[config.mk]
export PLATFORM = sky130hd
export DESIGN_NAME = fetch_stage
export DESIGN_NICKNAME = d
export VERILOG_FILES = /design/src/rtl/fetch_stage.sv
export SDC_FILE = /design/constraint.sdc
export NUM_CORES = 1
export LEC_CHECK = 0
export BUFFER_PORTS_ARGS = -buffer_cell sky130_fd_sc_hd__buf_2
export CAP_MARGIN = 20
export CORE_ASPECT_RATIO = 1.4
export CORE_MARGIN = 2
export CORE_UTILIZATION = 50
export CTS_BUF_LIST = sky130_fd_sc_hd__clkbuf_8
export CTS_CLUSTER_SIZE = 28
export DETAILED_ROUTE_END_ITERATION = 8
export PLACE_DENSITY_LB_ADDON = 0.25
export REMOVE_ABC_BUFFERS = 1
export SLEW_MARGIN = 10
export SYNTH_ARGS = -nofsm -noshare
export SYNTH_HDL_FRONTEND = slang
export SYNTH_SLANG_ARGS = --single-unit
[constraint.sdc]
create_clock -name clk -period 6.3 [get_ports clk]
set_input_delay 1.26 -clock clk [delete_from_list [all_inputs] [get_ports clk]]
set_output_delay 1.26 -clock clk [all_outputs]
set_load 0.01 [all_outputs]
[src/rtl/fetch_stage.sv]
// Instruction fetch: owns the PC, drives imem, writes the IF/ID latch, halts on HALT opcode.
// Latency: imem word to IF/ID outputs is combinational; redirect_pc reaches imem_addr one cycle later.
// Backpressure: stall holds PC and counters and drops ifid_wen; a memory wait writes one NOP bubble per cycle.
module fetch_stage #(
    parameter logic [15:0] RESET_PC    = 16'h0000,
    parameter logic [3:0]  HALT_OPCODE = 4'hF,
    parameter logic [15:0] NOP_INSTR   = 16'h4000
) (
    input  logic        clk,
    input  logic        rst_n,
    output logic [15:0] imem_addr,
    output logic        imem_req,
    input  logic [15:0] imem_rdata,
    input  logic        imem_valid,
    input  logic        stall,
    input  logic        redirect,
    input  logic [15:0] redirect_pc,
    output logic [15:0] pc,
    output logic [15:0] npc,
    output logic [15:0] instr,
    output logic        ifid_wen,
    output logic        ifid_flush,
    output logic        halted,
    output logic [15:0] fetch_cnt,
    output logic [15:0] bubble_cnt
);

    typedef enum logic {
        RUN    = 1'b0,
        HALTED = 1'b1
    } state_t;

    state_t      r_state;
    state_t      w_state_nxt;
    logic [15:0] r_pc;
    logic [15:0] w_pc_nxt;
    logic [15:0] w_pc_plus2;
    logic [15:0] r_fetch_cnt;
    logic [15:0] r_bubble_cnt;
    logic        w_fetch_inc;
    logic        w_bubble_inc;
    logic        w_wen;
    logic        w_flush;
    logic [15:0] w_instr;
    logic [15:0] w_npc;

    assign w_pc_plus2 = r_pc + 16'd2;

    always_ff @(posedge clk or negedge rst_n) begin
        if (!rst_n) begin
            r_state      <= RUN;
            r_pc         <= RESET_PC;
            r_fetch_cnt  <= 16'h0000;
            r_bubble_cnt <= 16'h0000;
        end else begin
            r_state <= w_state_nxt;
            r_pc    <= w_pc_nxt;
            if (w_fetch_inc) begin
                r_fetch_cnt <= r_fetch_cnt + 16'd1;
            end
            if (w_bubble_inc) begin
                r_bubble_cnt <= r_bubble_cnt + 16'd1;
            end
        end
    end

    // Priority: redirect, stall, then RUN fetch/wait, else HALTED bubble.
    always_comb begin
        w_state_nxt  = r_state;
        w_pc_nxt     = r_pc;
        w_wen        = 1'b0;
        w_flush      = 1'b0;
        w_instr      = NOP_INSTR;
        w_npc        = r_pc;
        w_fetch_inc  = 1'b0;
        w_bubble_inc = 1'b0;
        if (redirect) begin
            w_state_nxt = RUN;
            w_pc_nxt    = redirect_pc;
            w_wen       = 1'b1;
            w_flush     = 1'b1;
            w_npc       = redirect_pc;
        end else if (stall) begin
            w_wen = 1'b0;
        end else if (r_state == RUN) begin
            w_wen = 1'b1;
            if (imem_valid) begin
                w_instr     = imem_rdata;
                w_npc       = w_pc_plus2;
                w_fetch_inc = 1'b1;
                // The HALT word itself still goes to IF/ID; only the PC stops.
                if (imem_rdata[15:12] == HALT_OPCODE) begin
                    w_state_nxt = HALTED;
                end else begin
                    w_pc_nxt = w_pc_plus2;
                end
            end else begin
                w_bubble_inc = 1'b1;
            end
        end else begin
            w_wen = 1'b1;
        end
    end

    assign imem_addr  = r_pc;
    assign imem_req   = (r_state == RUN);
    assign pc         = r_pc;
    assign npc        = w_npc;
    assign instr      = w_instr;
    assign ifid_wen   = w_wen;
    assign ifid_flush = w_flush;
    assign halted     = (r_state == HALTED);
    assign fetch_cnt  = r_fetch_cnt;
    assign bubble_cnt = r_bubble_cnt;

endmodule

==> summary.md, run 1 <==
For this run, the leading register cell type out of synthesis is sky130_fd_sc_hd__dfrtp_1. The number of post-CTS setup repair buffers is 0. The final cell count without fillers is 498. The pin count of the biggest net entering global routing is 50. TritonCTS built the clock tree. The part of the power in combinational logic is 0.273, and the max capacitance violation total is 0. Cell with the most instances after synthesis: sky130_fd_sc_hd__dfrtp_1. The number of gates resized after CTS is 0, and the count of hold buffers inserted by post-cts repair is 0. Dividing the synthesized area by the synthesized cell count gives 9.786 um2.

Number of port buffers: 136. The async set-reset flop share out of synthesis came out at 1.000. The switching power was 305.1 uW. The tools report the via count of the first global-routing pass as 2,510. In this run the clock root is driven by a sky130_fd_sc_hd__clkbuf_8.

The run gives 5371 um as the post-detailed-placement half-perimeter wirelength. The share of Yosys cell area claimed by the top area cell type was 0.4003; the number of antenna violations at the first check in global routing was 0. The detail-routed net length per standard cell is 14.15 um, and the total cell area at the placement stage is 3656 um2. Data arrives at the worst endpoint at 3.13 ns. The number of buffers created by CTS was 5; the static power due to leakage was 1.864 nW. sky130_fd_sc_hd__dfrtp_1 takes more of the synthesized area than any other cell.

For the worst setup slack for register-to-register paths, the log shows 4.06 ns. The final instance area is 3780 um2, and the post-route fraction of the period consumed by the critical path is 0.6976. In this run the critical register-to-register path is captured at imem_addr[12]. In this run the worst path has a maximum fanout of 26. Measured in cells, the most critical reg-to-reg path has a length of 4. The die is 96.61 um tall.

The remaining max-slew budget at the tightest pin was 0.4776; the final core area utilization was 0.6402. Fraction of final layout cells with drive strength greater than 1: 0.3925. At the worst endpoint, the required time is 5.04 ns. After detailed placement, the design holds a cell count of 490.

After clock tree synthesis, the clock-pin slew on the worst setup and hold paths is 0.10 ns. At the end of the flow, the number of nets in the layout was 467. Static timing analysis puts the maximum clock frequency at 227.5 MHz. The destination of the critical timing path is npc[11].

The net switching fraction of the power is 0.3426. The setup slack after placement was 1.947 ns; the number of nets with antenna violations after detailed routing was 0. The repair_antennas step left the layout with diodes totalling 0. The run gives 0.4745 ns as the final hold slack. The slew at the pin closest to its max-slew limit works out to 0.7788 ns. DRC violation total after the first TritonRoute iteration: 71.

The register share of total power was 0.466; the sum of internal, switching and leakage power was 890.5 uW. The horizontal die dimension works out to 70.15 um. The logs give 0.2084 for the overall track demand over capacity in global routing and 0 ns for the final total negative setup slack.

The tools report the clock tree buffer depth as 2. The global-route wire length before repair came out at 11,730 um. Part of the total power dissipated in the clock network: 0.261. Setup repair after global routing left no endpoint under its margin. The weighted congestion at the end of routability-driven global placement was 0.8006; the count of flip-flops with a built-in enable after synthesis was 0. The die covers 6777 um2. The critical path starts at redirect. Once routing completed, OpenROAD measured the worst setup slack at 1.905 ns. Yosys mapped the design onto 40 distinct sky130hd cell types. The initial core utilization was 0.5188.

The critical path in this run is classified as in2out. The final-report max-slew violation count came out at 0. The path category of the worst min-delay check was reg2reg. For the maximum clock skew at final layout, the log shows 0.008594 ns. The tools report the kind of end point of the critical path as a primary output.

In this run the cell area of the synthesized design comes to 3063 um2. The flow ran to the end, and the final reports show no timing, DRC or antenna violations. The total number of placement rows is 33.

Sort of element at the start of the critical path: a primary input. The pre-antenna-repair detailed-routing pass consisted of 4 iterations. The worst register-to-register path begins at halted.

The clock reaches the later pin of the worst-skew pair after 0.30 ns. The hold violation count in the final report was 0; the via density per instance was 5.345. The clock sink count was 49. The fraction of the yosys area taken by sequential cells was 0.4003; the number of vias in the routed layout was 2,662. The commonest cells after synthesis are sky130_fd_sc_hd__dfrtp_1 (49), sky130_fd_sc_hd__xnor2_1 (30), sky130_fd_sc_hd__nand2_1 (27). From synthesis to final layout, the design area changed by 23.41%. In this run the standard cell core region covers 5904 um2. The total overflow left after global routing is 0. The total internal power is 585.4 uW, and the fill cell instance count of the final layout is 537. The logs give 0.1109 mV for the maximum VDD drop and 2 for the number of H-tree branching levels. 137 I/O pins were placed.

For this run, the number of Yosys warnings is 0. The final layout contains routed wiring with a total length of 7046 um. Sorting the synthesized cells by area gives the leading types as sky130_fd_sc_hd__dfrtp_1 (40%), sky130_fd_sc_hd__xnor2_1 (8.6%), sky130_fd_sc_hd__mux2_2 (5.9%). After detailed routing, the number of remaining DRC violations is 0. The smallest clock period supported by the final layout is computed as 4.395 ns. After technology mapping, the gate count stands at 313. Synthesis inferred 49 register bits.

Setup violations remaining at the end of the flow were counted as 0. The power density normalized to cell area is 235.6 nW/um2.
-- final cells by class --
type                       count  area, um2  area share
multi-input combinational    228       1640      0.4340
timing repair buffer         137      688.2      0.1821
clock inverter                 3      46.29     0.01225
inverter                       6      22.52    0.005958
sequential                    49       1226      0.3244
tap                           70      87.58     0.02317
clock buffer                   5      68.82     0.01821
-- placed cells by master, fill, tap and decap left out, drive strengths merged, types with 4 or more instances in the layout --
| cell | netlist | layout |
|---|---|---|
| buf | 24 | 137 |
| dfrtp | 49 | 49 |
| xnor2 | 30 | 30 |
| nand2 | 27 | 27 |
| nand3 | 20 | 20 |
| and2 | 17 | 17 |
| xor2 | 16 | 16 |
| mux2 | 16 | 16 |
| nor4 | 14 | 14 |
| nand4 | 12 | 12 |
| nor2 | 12 | 12 |
| nor3 | 8 | 8 |
| o31a | 7 | 7 |
| a211oi | 6 | 6 |
| inv | 5 | 5 |
| a31oi | 5 | 5 |
| and3 | 5 | 5 |
| clkbuf | 6 | 5 |
| nor3b | 5 | 5 |
| nand2b | 4 | 4 |
| and4 | 4 | 4 |
-- power groups by stage --
stage               sequential, mW  combinational [mW]  clock (mW)
CTS                          0.415               0.247       0.237
finish                       0.415               0.243       0.233
global placement             0.418               0.243           0
detailed placement           0.421               0.245           0
floorplan                    0.436               0.114           0
global route                 0.424               0.270       0.251
-- per-layer routing --
layer / up-vias / wire length (um) / global-route usage / part of all wire
met4: 0 / 61 / 0.05917 / 0.0087
met2: 83 / 3678 / 0.3758 / 0.52
li1: 1316 / - / - / -
met3: 6 / 370 / 0.03854 / 0.053
met5: - / 0 / 0 / 0
met1: 1257 / 2936 / 0.2497 / 0.42
-- worst min-delay path by stage --
| stage | to | startpoint | cells past startpoint | slack, ns |
|---|---|---|---|---|
| 6_report | fetch_cnt[15] | fetch_cnt[15] | 1 | 0.47 |
| 5_1_grt | bubble_cnt[15] | bubble_cnt[15] | 1 | 0.49 |
| 4_1_cts | bubble_cnt[15] | bubble_cnt[15] | 1 | 0.48 |
| 3_5_place_dp | bubble_cnt[15] | bubble_cnt[15] | 1 | 0.46 |
| 3_3_place_gp | fetch_cnt[15] | fetch_cnt[15] | 1 | 0.46 |
| 2_1_floorplan | bubble_cnt[15] | bubble_cnt[15] | 1 | 0.51 |
-- worst max-delay path, cell delays in order --
cell                       delay, ns
sky130_fd_sc_hd__buf_2          0.37
sky130_fd_sc_hd__clkinv_1       0.75
sky130_fd_sc_hd__nand3_1        0.30
sky130_fd_sc_hd__nor2_1         0.06
sky130_fd_sc_hd__a211oi_1       0.21
sky130_fd_sc_hd__buf_2          0.17
-- kinds of logic after synthesis --
family	after synthesis	share of synthesized area
mux	17	0.06209
fa+ha+maj	3	0.01226
flops	49	0.4003
xor+xnor	46	0.1315
buf+inv	36	0.06904
compound gates	27	0.06291
simple gates	135	0.2618
-- state kept, by name (all words and copies together), names as in the netlist --
signal      flops
fetch_cnt      16
bubble_cnt     16
imem_addr      16
halted          1
Note: power is estimated with default switching activity, not from simulation.
==> inputs of run 2 (changes only) <==
CORE_UTILIZATION = 44   (was 50)
clock period = 3.6 ns   (was 6.3 ns; I/O delays follow)
==> run 2 against run 1 <==
Net effect:
- clock skew decreased by 0.0013 ns
- sequential power increased by 75%
- register-to-register slack got worse by 2.7 ns
- clock-buffer cell count unchanged
- sequential share of layout area decreased by 0.40 points
- clock power increased by 46%
- power increased by 68%
- via count increased by 2.7%
- utilization decreased by 8.1 points
- combinational power increased by 76%
- design area increased by 1.3%
- largest cell class unchanged
- largest power group unchanged
- highest routed layer unchanged
==> summary.md, run 2 (synthesized netlist as in run 1, its figures left out) <==
The total die area was 7654 um2. The design draws 1.495 mW. OpenSTA, run right after detailed placement, puts the worst setup slack at 0.5625 ns. Entering global routing, the biggest net connects 32 pins. The hold violation count in the final report was 0; the worst-case reg-to-reg path depth was 5.

The number of endpoints failing setup at the final stage came out at 0. The first detailed-routing pass took 6 iterations. The worst setup path is of the in2out kind. Number of post-CTS setup repair buffers: 0. The logs give 0.4474 for the initial core utilization and 49 for the clock sink count.

The fraction of final layout cells with drive strength greater than 1 is 0.4009. The buffer cell driving the clock tree root was sky130_fd_sc_hd__clkbuf_8. The congestion estimate from routability-driven global placement came to 0.7699. For this block, the via count after detailed routing is 2,733. The tools report the final-report max-slew violation count as 0. The horizontal die dimension was 74.52 um. The worst register-to-register path ends at imem_addr[10].

The kind of end point of the critical path is a primary output. In this run, the number of DRC markers left after iteration 0 of detailed routing was 84. STA classifies the critical path startpoint as a primary input. The clock tree buffer depth is 2, and the setup slack of the critical path after layout is 0.5817 ns. In this run the worst path has a maximum fanout of 8. Detailed placement finished with a half-perimeter wire length of 5532 um. The core footprint was 6847 um2.

The final critical delay including setup and external delays is 3.018 ns. For the pin with the worst max-slew slack, the measured transition is 0.7023 ns. Number of antenna violations at the first check in global routing: 0.

The tools report the critical path required time as 2.88 ns. In this run the worst hold path is classified as in2async. Max capacitance violation total: 0. The via count of the first global-routing pass came out at 2,487. Relative to the synthesized area, the layout overhead comes to 24.96%. Launch instance of the worst register-to-register path: halted.

The global-route wire length before repair is 11,390 um. STA puts the critical path data arrival time at 2.30 ns. Counting the fill cells in the layout gives 651. In the routed layout, each cell is associated on average with a via count of 5.166. The tools report the maximum clock skew at final layout as 0.007301 ns. The maximum VDD drop was 0.2430 mV. The power density normalized to cell area works out to 390.7 nW/um2. Leaving out fill and tap cells, the most frequent cell in the layout is sky130_fd_sc_hd__buf_2. The tools report the top achievable clock speed as 331.3 MHz. After floorplanning, the core was divided into 36 placement rows.

The number of inserted diodes was 0; the static power due to leakage was 1.877 nW. The logs give 0 for the count of hold buffers inserted by post-cts repair and 0 ns for the final total negative setup slack. The overall track demand over capacity in global routing was 0.1888; the post-route fraction of the period consumed by the critical path was 0.8384. The top cell types in the final layout, fill and taps aside, are sky130_fd_sc_hd__buf_2 (136), sky130_fd_sc_hd__dfrtp_1 (49), sky130_fd_sc_hd__xnor2_1 (30), sky130_fd_sc_hd__nand2_1 (27), sky130_fd_sc_hd__nand3_1 (20). Global routing finished with a remaining overflow of 0. Once detail routing completed, the nets flagged for antenna violations numbered 0. Pin placement for this block handled 137 I/O pins. At the end of the flow, the number of nets in the layout was 473. The run finished with clean final reports. The tools report the remaining max-slew budget at the tightest pin as 0.5318. TritonCTS built the clock tree. For the number of H-tree branching levels, the log shows 2. Clock-pin slew was measured on the worst setup and hold paths at 0.09 ns.

Setup repair after global routing left no endpoint under its margin. Summed over all layers, the routed wires come to 7115 um. After detailed routing, the average wire length per cell comes to 13.45 um. The clock latency on the worst-skew pair came out at 0.30 ns. The count of buffers added on input and output ports is 136.

The number of gates resized after CTS was 0; the number of remaining DRC errors was 0. The die extent in y was 102.7 um; the worst setup slack for register-to-register paths was 1.37 ns. The tools report the number of buffers created by CTS as 5.
[run 2: cell type report]
class / instances / area (um2) / area share
Multi-Input combinational cell: 228 / 1632 / 0.4263
Clock inverter: 3 / 26.28 / 0.006865
Inverter: 6 / 22.52 / 0.005884
Clock buffer: 5 / 68.82 / 0.01798
Sequential cell: 49 / 1226 / 0.3204
Timing Repair Buffer: 143 / 733.2 / 0.1916
Tap cell: 95 / 118.9 / 0.03106
[run 2: worst max path at each step]
stage            startpoint       end  slack, ns
3_5_place_dp          stall   npc[12]       0.56
3_3_place_gp          stall   npc[12]       0.60
5_1_grt        imem_addr[7]   npc[15]       0.48
6_report              stall   npc[12]       0.58
4_1_cts               stall   npc[12]       0.56
2_1_floorplan         stall  instr[0]       0.71
[run 2: metrics by stage]
step / instance area, um2 / std cells / util / hold slack (ns)
after global routing: 3827 / 529 / 0.5590 / 0.4850
after detailed placement: 3732 / 521 / 0.5451 / 0.4572
after CTS: 3827 / 529 / 0.5590 / 0.4745
after floorplan: 2874 / 283 / - / 0.4244
final: 3827 / 529 / 0.5590 / 0.4590
after global placement: 3732 / 521 / 0.5451 / 0.4558
[run 2: routing by layer]
layer  part of all wire  GRT usage  up-vias  wire, um
met5                  0          0        -         0
met4              0.011    0.06181        0        76
met3              0.056    0.03519        7       399
met2               0.53     0.3383       95      3771
met1               0.40     0.2239     1301      2868
li1                   -          -     1330         -
[run 2: critical path: stages]
cell	delay (ns)
sky130_fd_sc_hd__buf_2	0.15
sky130_fd_sc_hd__or3b_1	0.40
sky130_fd_sc_hd__nor3_1	0.48
sky130_fd_sc_hd__a31oi_1	0.15
sky130_fd_sc_hd__o31a_1	0.25
sky130_fd_sc_hd__buf_2	0.14
[run 2: where the power goes]
part	switching (mW)	internal [mW]
Combinational	0.226	0.201
Clock	0.200	0.142
Sequential	0.109	0.618
